$ cat src/rtl/ram_word_arbiter.sv
// Two-port round-robin arbiter that turns 32-bit word reads/writes into four
// little-endian byte accesses on a single byte-wide ram.
//
// state   | meaning
// IDLE    | no transaction; arbitrate between req0/req1
// WR0-WR3 | drive write byte k of the latched word
// RD0-RD3 | present read address byte k; capture byte k-1 from the ram
// RDTAIL  | capture the last read byte
// DONE    | one-cycle ack to the granted port
module ram_word_arbiter #(
  parameter int logHeight = 3
) (
  input  logic                 clock,
  input  logic                 reset,
  input  logic                 req0,
  input  logic                 we0,
  input  logic [logHeight-1:0] addr0,
  input  logic [31:0]          wdata0,
  output logic                 ack0,
  input  logic                 req1,
  input  logic                 we1,
  input  logic [logHeight-1:0] addr1,
  input  logic [31:0]          wdata1,
  output logic                 ack1,
  output logic [31:0]          rdata,
  output logic                 busy,
  output logic                 grant,
  output logic [7:0]           ram_bytein,
  output logic [logHeight+1:0] ram_adr,
  output logic                 ram_rwn,
  input  logic [7:0]           ram_byteout
);

  typedef enum logic [3:0] {
    S_IDLE, S_WR0, S_WR1, S_WR2, S_WR3,
    S_RD0, S_RD1, S_RD2, S_RD3, S_RDTAIL, S_DONE
  } state_t;

  state_t               state_q, state_d;
  logic                 grant_q, grant_d;
  logic                 last_grant_q, last_grant_d;
  logic                 we_q, we_d;
  logic [logHeight-1:0] addr_q, addr_d;
  logic [31:0]          wdata_q, wdata_d;
  logic [31:0]          rdata_q, rdata_d;
  logic                 win;

  always_ff @(posedge clock or posedge reset) begin
    if (reset) begin
      state_q      <= S_IDLE;
      grant_q      <= 1'b0;
      last_grant_q <= 1'b1;
      we_q         <= 1'b0;
      addr_q       <= '0;
      wdata_q      <= '0;
      rdata_q      <= '0;
    end else begin
      state_q      <= state_d;
      grant_q      <= grant_d;
      last_grant_q <= last_grant_d;
      we_q         <= we_d;
      addr_q       <= addr_d;
      wdata_q      <= wdata_d;
      rdata_q      <= rdata_d;
    end
  end

  always_comb begin
    state_d      = state_q;
    grant_d      = grant_q;
    last_grant_d = last_grant_q;
    we_d         = we_q;
    addr_d       = addr_q;
    wdata_d      = wdata_q;
    rdata_d      = rdata_q;
    win          = 1'b0;
    ram_rwn      = 1'b1;
    ram_adr      = '0;
    ram_bytein   = '0;
    ack0         = 1'b0;
    ack1         = 1'b0;
    unique case (state_q)
      S_IDLE: begin
        if (req0 || req1) begin
          // Under contention the port that was not served last wins.
          win          = (req0 && req1) ? ~last_grant_q : req1;
          grant_d      = win;
          last_grant_d = win;
          we_d         = win ? we1 : we0;
          addr_d       = win ? addr1 : addr0;
          wdata_d      = win ? wdata1 : wdata0;
          state_d      = we_d ? S_WR0 : S_RD0;
        end
      end
      S_WR0: begin
        ram_rwn    = 1'b0;
        ram_adr    = {addr_q, 2'd0};
        ram_bytein = wdata_q[7:0];
        state_d    = S_WR1;
      end
      S_WR1: begin
        ram_rwn    = 1'b0;
        ram_adr    = {addr_q, 2'd1};
        ram_bytein = wdata_q[15:8];
        state_d    = S_WR2;
      end
      S_WR2: begin
        ram_rwn    = 1'b0;
        ram_adr    = {addr_q, 2'd2};
        ram_bytein = wdata_q[23:16];
        state_d    = S_WR3;
      end
      S_WR3: begin
        ram_rwn    = 1'b0;
        ram_adr    = {addr_q, 2'd3};
        ram_bytein = wdata_q[31:24];
        state_d    = S_DONE;
      end
      S_RD0: begin
        ram_adr = {addr_q, 2'd0};
        state_d = S_RD1;
      end
      // Ram output lags the address by one edge, so each RD state captures the previous byte.
      S_RD1: begin
        ram_adr       = {addr_q, 2'd1};
        rdata_d[7:0]  = ram_byteout;
        state_d       = S_RD2;
      end
      S_RD2: begin
        ram_adr        = {addr_q, 2'd2};
        rdata_d[15:8]  = ram_byteout;
        state_d        = S_RD3;
      end
      S_RD3: begin
        ram_adr         = {addr_q, 2'd3};
        rdata_d[23:16]  = ram_byteout;
        state_d         = S_RDTAIL;
      end
      S_RDTAIL: begin
        rdata_d[31:24] = ram_byteout;
        state_d        = S_DONE;
      end
      S_DONE: begin
        ack0    = ~grant_q;
        ack1    = grant_q;
        state_d = S_IDLE;
      end
      default: state_d = S_IDLE;
    endcase
  end

  assign rdata = rdata_q;
  assign busy  = (state_q != S_IDLE);
  assign grant = grant_q;

endmodule

$ cat config.mk
export PLATFORM = sky130hd
export DESIGN_NAME = ram_word_arbiter
export DESIGN_NICKNAME = d
export VERILOG_FILES = /design/src/rtl/ram_word_arbiter.sv
export SDC_FILE = /design/constraint.sdc
export NUM_CORES = 1
export LEC_CHECK = 0
export CORE_ASPECT_RATIO = 0.5
export CORE_MARGIN = 2
export CORE_UTILIZATION = 45
export DETAILED_ROUTE_END_ITERATION = 12
export PLACE_DENSITY_LB_ADDON = 0.15
export RECOVER_POWER = 50
export REMOVE_ABC_BUFFERS = 1
export SYNTH_ARGS = -nofsm -noshare
export SYNTH_HDL_FRONTEND = slang
export SYNTH_SLANG_ARGS = --single-unit
$ cat constraint.sdc
create_clock -name clock -period 2.83 [get_ports clock]
set_input_delay 0.566 -clock clock [delete_from_list [all_inputs] [get_ports clock]]
set_output_delay 0.566 -clock clock [all_outputs]
set_load 0.1 [all_outputs]
# After elaboration in Yosys (flattened, before gate mapping)
# Cells that the tools add are included.
[totals] reg_bits=73 in_bits=84 out_inout_bits=50 elab_cells=45
[op_classes] n_eq_ne=11 mux=12 bitwise=2 reduce_logical=11
[op_table] op="4-bit case mux with 9 select lines" n=1
[op_table] op="32-bit two-way mux" n=1
[op_table] op="8-bit case mux with 4 select lines" n=1
[op_table] op="5-bit case mux with 4 select lines" n=1
[op_table] op="4-bit by 3-bit == test with 1-bit output (second input constant)" n=4
[op_table] op="4-bit == test (second input constant)" n=3
[op_table] op="2-bit OR reduction" n=5
[op_table] op="4-bit by 2-bit == test with 1-bit output (second input constant)" n=2
[op_table] op="3-bit two-way mux" n=2
[op_table] op="1-bit two-way mux" n=5
[op_table] op="4-bit by 1-bit == test with 1-bit output (second input constant)" n=1
[op_table] op="4-bit zero test" n=1
[op_table] op="4-bit two-way mux" n=1
[op_table] op="4-bit nonzero test" n=1
[op_table] op="4-bit OR reduction" n=1
[op_table] op="2-bit inequality test (second input constant)" n=1
[op_table] op="1-bit inverter" n=2
[op_table] op="2-bit AND reduction" n=1
[op_table] op="1-bit logical AND" n=1
[op_table] op="1-bit logical OR" n=1

# Longest topological paths before layout
# Gate-level depths: netlist of run 1.
[logic_depth] word_depth=6 mapped_depth=6 ltp_nobuf=4

# Least setup slack after synthesis of run 1
# OpenSTA, ideal clock, no wires.
[synth_path] path_kind="register to output" start="register grant_q (netlist: grant)" end="output port ack1" arrival_ps=4179 required_time_ps=2264 setup_slack_ps=-1915 stages_incl_launch_ff=3 n_path_buf=0 path_cell_list="dfrtp_1 -> inv_1 -> nor4b_1"
[synth_between] elab_chain_cells=1
[synth_rtl] element="start: declaration" line="40" rtl="logic grant_q, grant_d;"
[synth_rtl] element="start signal: assignment" line="59" rtl="grant_q <= grant_d;"
[synth_rtl] element="1-bit two-way mux" line="82" rtl="unique case (state_q)"
[synth_rtl] element="end: declaration" line="24" rtl="output logic ack1,"
# Every way passes these cells.

# Final worst setup path of run 1
[layout_path] start="register state_q[1]" end="output port ram_bytein[7]"
[layout_between] elab_chain_cells=2 word_cells_on_any_way=5 cone_classes="4 x eq/ne; 1 x mux"
[layout_rtl] element="start: declaration" line="39" rtl="state_t state_q, state_d;"
[layout_rtl] element="start signal: assignment" line="58" rtl="state_q <= state_d;"
[layout_rtl] element="4-bit by 3-bit == test with 1-bit output, or another cell as far along" line="82"
[layout_rtl] element="8-bit case mux with 4 select lines *" line="82"
[layout_rtl] element="end: declaration" line="28" rtl="output logic [7:0] ram_bytein,"
# Every way passes the cells marked *; elsewhere a longest branch is shown, timed or not.

==> metrics.txt, run 1 <==
critical path's slowest cell=dfrtp_1; FF+latch area=0.00183 mm2; post-layout util=68.3%; most frequent cells in the layout=82 x clkdlybuf4s50_1, 72 x dfrtp_1, 40 x mux2i_1, 40 x nor2_1, 34 x a21oi_2; total core area=0.00794 mm2; global route overflow=0; hold_buf cts=0; Routed WL=8630 um; ratio of cells with drive above 1 in the final layout=27.7%; Initial Util=46.1%; post-synthesis sequential area ratio=49.9%; Tot GR Track Use=20.9%; vias post-DR=2858; CTS H-tree depth=3; global-route wire length before repair=14400 um; CTS clk-pin slew, worst paths=60 ps; CTS Root Cell=clkbuf_16; Die Ht=67.8 um; # DRC=0; fmax=382 MHz; relative slew slack=20.3%; Diodes inserted=0; Syn Area/Cell=11.7 um2; drt first pass iters=4; RSZ-0062 raised after global routing=no; Fill cells=587; Final Critical Period=2620 ps; area of the multi-input gates=0.00168 mm2; post-synth top area cell=dfrtp_1; Final HPWL DP=6470 um; num rows=23; critical-path cell list=nor2b_1 -> and2_1 -> a22oi_1 -> o22ai_1 -> buf_12; status=finished, final reports clean; CP max FO=7; Synth Register Bits=73; most common cell after layout, fill and taps aside=clkdlybuf4s50_1; Routed Antenna Nets=0; Crit path required time=2260 ps; vias in the first global route=2928; Port Buffers=133; Post-Syn Instances=312; Final Hold Fails=0; area growth from synthesis to layout=48.1%; clock sink total=73; Final Net Count=526; CP Launch Type=flip-flop; final slew viol count=0; initial drt markers=183; Post-CTS Setup Inserts=0; Worst-Margin Slew=1200 ps; die width=132 um; ranking of synthesized cells by area=dfrtp_1 49%, mux2i_1 11%, mux2_2 9.8%; Setup CP Type=flip-flop to output pin; Layout Skew=5.27 ps; Hold WC Path Type=flip-flop to flip-flop; DR vias/cell=5.11; Synth Cell Area=0.00366 mm2; die footprint=0.00893 mm2; fin crit share=92.6%; PostCTS Resize Cnt=0; CP peak stage delay=480 ps; Max Cap Violations=0; routability cong.=0.792; CP endpoint kind=output pin; worst path arrival time=2050 ps; I/O pins=134; clk_lat worst skew=330 ps; Wirelength per Cell=15.4 um; post-synth cell types=35; final setup fails=0; synth warn=0; Synth top area share=49.2%; CTS Buf Count=9; initial antenna violation count=0; TritonCTS clock tree=built; largest net degree at the start of global routing=46; clk buf depth=2
sequential cells by signal (all words and copies together) (netlist names):
register and flops:
addr_q 3, grant 1, last_grant_q 1, rdata 32
state_q 4, wdata_q 32
kinds of logic (layout without fill, tap and decap cells):
group | count (synthesis) | after routing | synth area share [%]
flops | 73 | 73 | 49.9
mux | 72 | 72 | 20.8
compound gates | 70 | 70 | 14.9
simple gates | 68 | 68 | 9.25
buf+inv | 26 | 161 | 4.54
xor+xnor | 3 | 3 | 0.717
critical path, delay by kind of cell (launching register included):
family / cells / cell delay, ps
buffers and inverters: 1 / 220
flip-flops: 1 / 480
AO/OA/AOI/OAI: 2 / 410
AND/OR/NAND/NOR: 2 / 610
per-layer routing:
layer,part of all wire [%],track usage (%)
met3,5.5,7.48
met5,0,0
met1,43,25.0
met2,50,36.2
met4,1.5,6.93
stage by stage:
| stage | cells | instance area [um2] | worst slack, ps | hold slack, ps | setup TNS [ps] |
|---|---|---|---|---|---|
| finish | 559 | 5430 | 210 | 502 | 0 |
| global route | 559 | 5430 | 80.2 | 525 | 0 |
| CTS | 559 | 5530 | 81.8 | 507 | 0 |
| detailed placement | 543 | 5160 | 460 | 495 | 0 |
| global placement | 543 | 5160 | 582 | 489 | 0 |
| floorplan | 290 | 3510 | -2300 | 483 | -95800 |
synth_stat cells (all sizes together):
master   instances
a22oi           13
o21a             1
mux2            32
nor4             1
mux2i           40
or2              1
a31oi            1
nor2b            6
o21ai            4
buf             21
inv              4
a2111oi          1
o31ai            1
nor3b            1
a21boi           1
o22ai            5
nor4b            2
nand3            1
and2             5
xnor2            3
nor3             1
and2b            2
dfstp            1
o32ai            4
and3             2
or3              1
a21oi           39
nor2            40
dfrtp           72
nand2            5
clkbuf           1
area by class of cell:
type                            count  area share [%]
Clock buffer                        9            4.15
Multi-Input combinational cell    213            31.0
Inverter                            4           0.277
Tap cell                          112            2.58
Timing Repair Buffer              141            25.7
Sequential cell                    73            33.7
Clock inverter                      7            2.63
final timing paths:
check | startpoint | endpoint | slack [ps] | cells after the start
max | state_q[1]$_DFFE_PP0P_ | ram_bytein[7] | 210 | 5
min | rdata[12]$_DFFE_PP0N_ | rdata[12]$_DFFE_PP0N_ | 500 | 1
max reg2reg | state_q[1]$_DFFE_PP0P_ | wdata_q[20]$_DFFE_PP0P_ | 760 | 6
min reg2reg | rdata[12]$_DFFE_PP0N_ | rdata[12]$_DFFE_PP0N_ | 500 | 1
max in group asynchronous | reset | wdata_q[3]$_DFFE_PP0P_ | 620 | 3
min in group asynchronous | reset | rdata[18]$_DFFE_PP0P_ | 930 | 2
Power of run 1 is left out: the tool's default activity adds up to more than one toggle a clock period on the data nets, which glitch-free logic cannot reach.
==> inputs of run 2 (changes only) <==
Settings changed: CORE_MARGIN 2 to unset, SKIP_CTS_REPAIR_TIMING set to 1.
==> metrics.txt, run 2 (same netlist as run 1, synthesis figures left out) <==
status=finished, final reports clean (unchanged); num rows=22 (was 23); Final Net Count=527 (was 526); fmax=371 MHz (was 382 MHz); area of the multi-input gates=0.00168 mm2 (about the same); Worst Hold Path EP=rdata[9]$_DFFE_PP0N_ (was rdata[12]$_DFFE_PP0N_); CTS Buf Count=9 (unchanged); RSZ-0062 raised after global routing=no (unchanged); GRT Max-Usage Layer=met2 (unchanged); Final Critical Period=2700 ps (was 2620 ps); TritonCTS clock tree=built (unchanged); Final HPWL DP=6400 um (was 6470 um); CTS Root Cell=clkbuf_16 (unchanged); CP peak stage delay=460 ps (was 480 ps); vias post-DR=2873 (was 2858); worst r2r dst=addr_q[0]$_DFFE_PP0P_ (was wdata_q[20]$_DFFE_PP0P_); met1 usage=24.8% (was 25.0%); Fin Setup TNS=0 ps (unchanged); Routed WL=8580 um (was 8630 um); total core area=0.00760 mm2 (was 0.00794 mm2); die width=130 um (was 132 um); CTS H-tree depth=3 (unchanged); Max Cap Violations=0 (unchanged); Worst-Margin Slew=1200 ps (about the same); Die Ht=65.8 um (was 67.8 um); Fill cells=578 (was 587); Crit path required time=2260 ps (about the same); clock sink total=73 (unchanged); final slew viol count=0 (unchanged); area growth from synthesis to layout=46.5% (was 48.1%); global route overflow=0 (unchanged); final setup fails=0 (unchanged); r2r worst-path depth=6 (unchanged); Routed Antenna Nets=0 (unchanged); Hold Crit Depth=1 (unchanged); relative slew slack=20.4% (was 20.3%); routability cong.=0.783 (was 0.792); initial drt markers=129 (was 183); I/O pins=134 (unchanged); Final Hold Fails=0 (unchanged); initial antenna violation count=0 (unchanged); met2 GRT Util=38.3% (was 36.2%); die footprint=0.00853 mm2 (was 0.00893 mm2); critical path's slowest cell=nor2b_1 (was dfrtp_1); Diodes inserted=0 (unchanged); largest net degree at the start of global routing=47 (was 46); CP max FO=6 (was 7); CP endpoint kind=output pin (unchanged); global-route wire length before repair=13700 um (was 14400 um); fin crit share=95.3% (was 92.6%); Hold WC Path Type=flip-flop to flip-flop (unchanged); Wirelength per Cell=15.4 um (about the same); critical-path cell list=and2b_1 -> nor2b_1 -> a22oi_1 -> o22ai_1 -> buf_12 (was nor2b_1 -> and2_1 -> a22oi_1 -> o22ai_1 -> buf_12); CP Launch Type=flip-flop (unchanged); R2R Setup Slk=720 ps (was 760 ps); Initial Util=48.2% (was 46.1%); CTS clk-pin slew, worst paths=60 ps (about the same); Layout Skew=3.02 ps (was 5.27 ps); drt first pass iters=4 (unchanged); vias in the first global route=2897 (was 2928); Setup CP Type=flip-flop to output pin (unchanged); worst path arrival time=2130 ps (was 2050 ps); hold path start=rdata[9]$_DFFE_PP0N_ (was rdata[12]$_DFFE_PP0N_); clk_lat worst skew=330 ps (about the same); FF+latch area=0.00183 mm2 (unchanged); Setup crit start=state_q[2]$_DFFE_PP0P_ (was state_q[1]$_DFFE_PP0P_); DR vias/cell=5.17 (was 5.11); ratio of cells with drive above 1 in the final layout=27.5% (was 27.7%); # DRC=0 (unchanged); post-layout util=70.7% (was 68.3%); most common cell after layout, fill and taps aside=clkdlybuf4s50_1 (unchanged); worst r2r src=state_q[1]$_DFFE_PP0P_ (unchanged); Tot GR Track Use=21.4% (was 20.9%); Port Buffers=133 (unchanged); Placed Area=0.00515 mm2 (was 0.00516 mm2); clk buf depth=2 (unchanged); global routing usage on met3=4.94% (was 7.48%); most frequent cells in the layout=82 x clkdlybuf4s50_1, 72 x dfrtp_1, 40 x mux2i_1, 40 x nor2_1, 34 x a21oi_2 (unchanged); design area=0.00537 mm2 (was 0.00543 mm2)
[run 2: cell types whose count changed in the layout (fill, tap and decap cells not counted), sizes merged]
cell	before	now
buf	35	36
clkbuf	32	34
bufinv	4	2
[run 2: critical path, delay by kind of cell, from the launching register on]
family                 cells  cell delay (ps)
AOI/OAI and AO/OA          2              470
buffers and inverters      1              220
DFF                        1              410
and+or+nand+nor            2              700
[run 2: worst max-delay path by stage]
stage / to / depth (start not counted) / slack [ps]
finish: ram_bytein[6] / 5 / 130
global placement: ram_bytein[4] / 5 / 610
CTS: ram_bytein[4] / 5 / 130
floorplan: addr_q[0]$_DFFE_PP0P_ / 3 / -2300
global route: ram_bytein[4] / 5 / 4
detailed placement: ram_bytein[6] / 5 / 560
[run 2: metal layers]
metal | vias up | part of all wire, %
met3 | 13 | 5.4
met1 | 1383 | 42
met5 | - | 0
met2 | 97 | 51
met4 | 0 | 1.7
li1 | 1380 | -
[run 2: cell type report]
class | count | area share [%]
tap | 108 | 2.52
clock buffer | 11 | 4.52
sequential | 73 | 34.0
clock inverter | 5 | 1.47
multi-input combinational | 213 | 31.3
inverter | 4 | 0.280
timing repair buffer | 142 | 25.9
[run 2: metrics by stage]
| stage | worst slack (ps) | hold slack, ps | cells |
|---|---|---|---|
| global placement | 606 | 489 | 540 |
| floorplan | -2300 | 483 | 290 |
| detailed placement | 562 | 497 | 540 |
| finish | 132 | 505 | 556 |
| global route | 3.63 | 526 | 556 |
| CTS | 132 | 510 | 556 |
Power of run 2 is left out for the same reason.
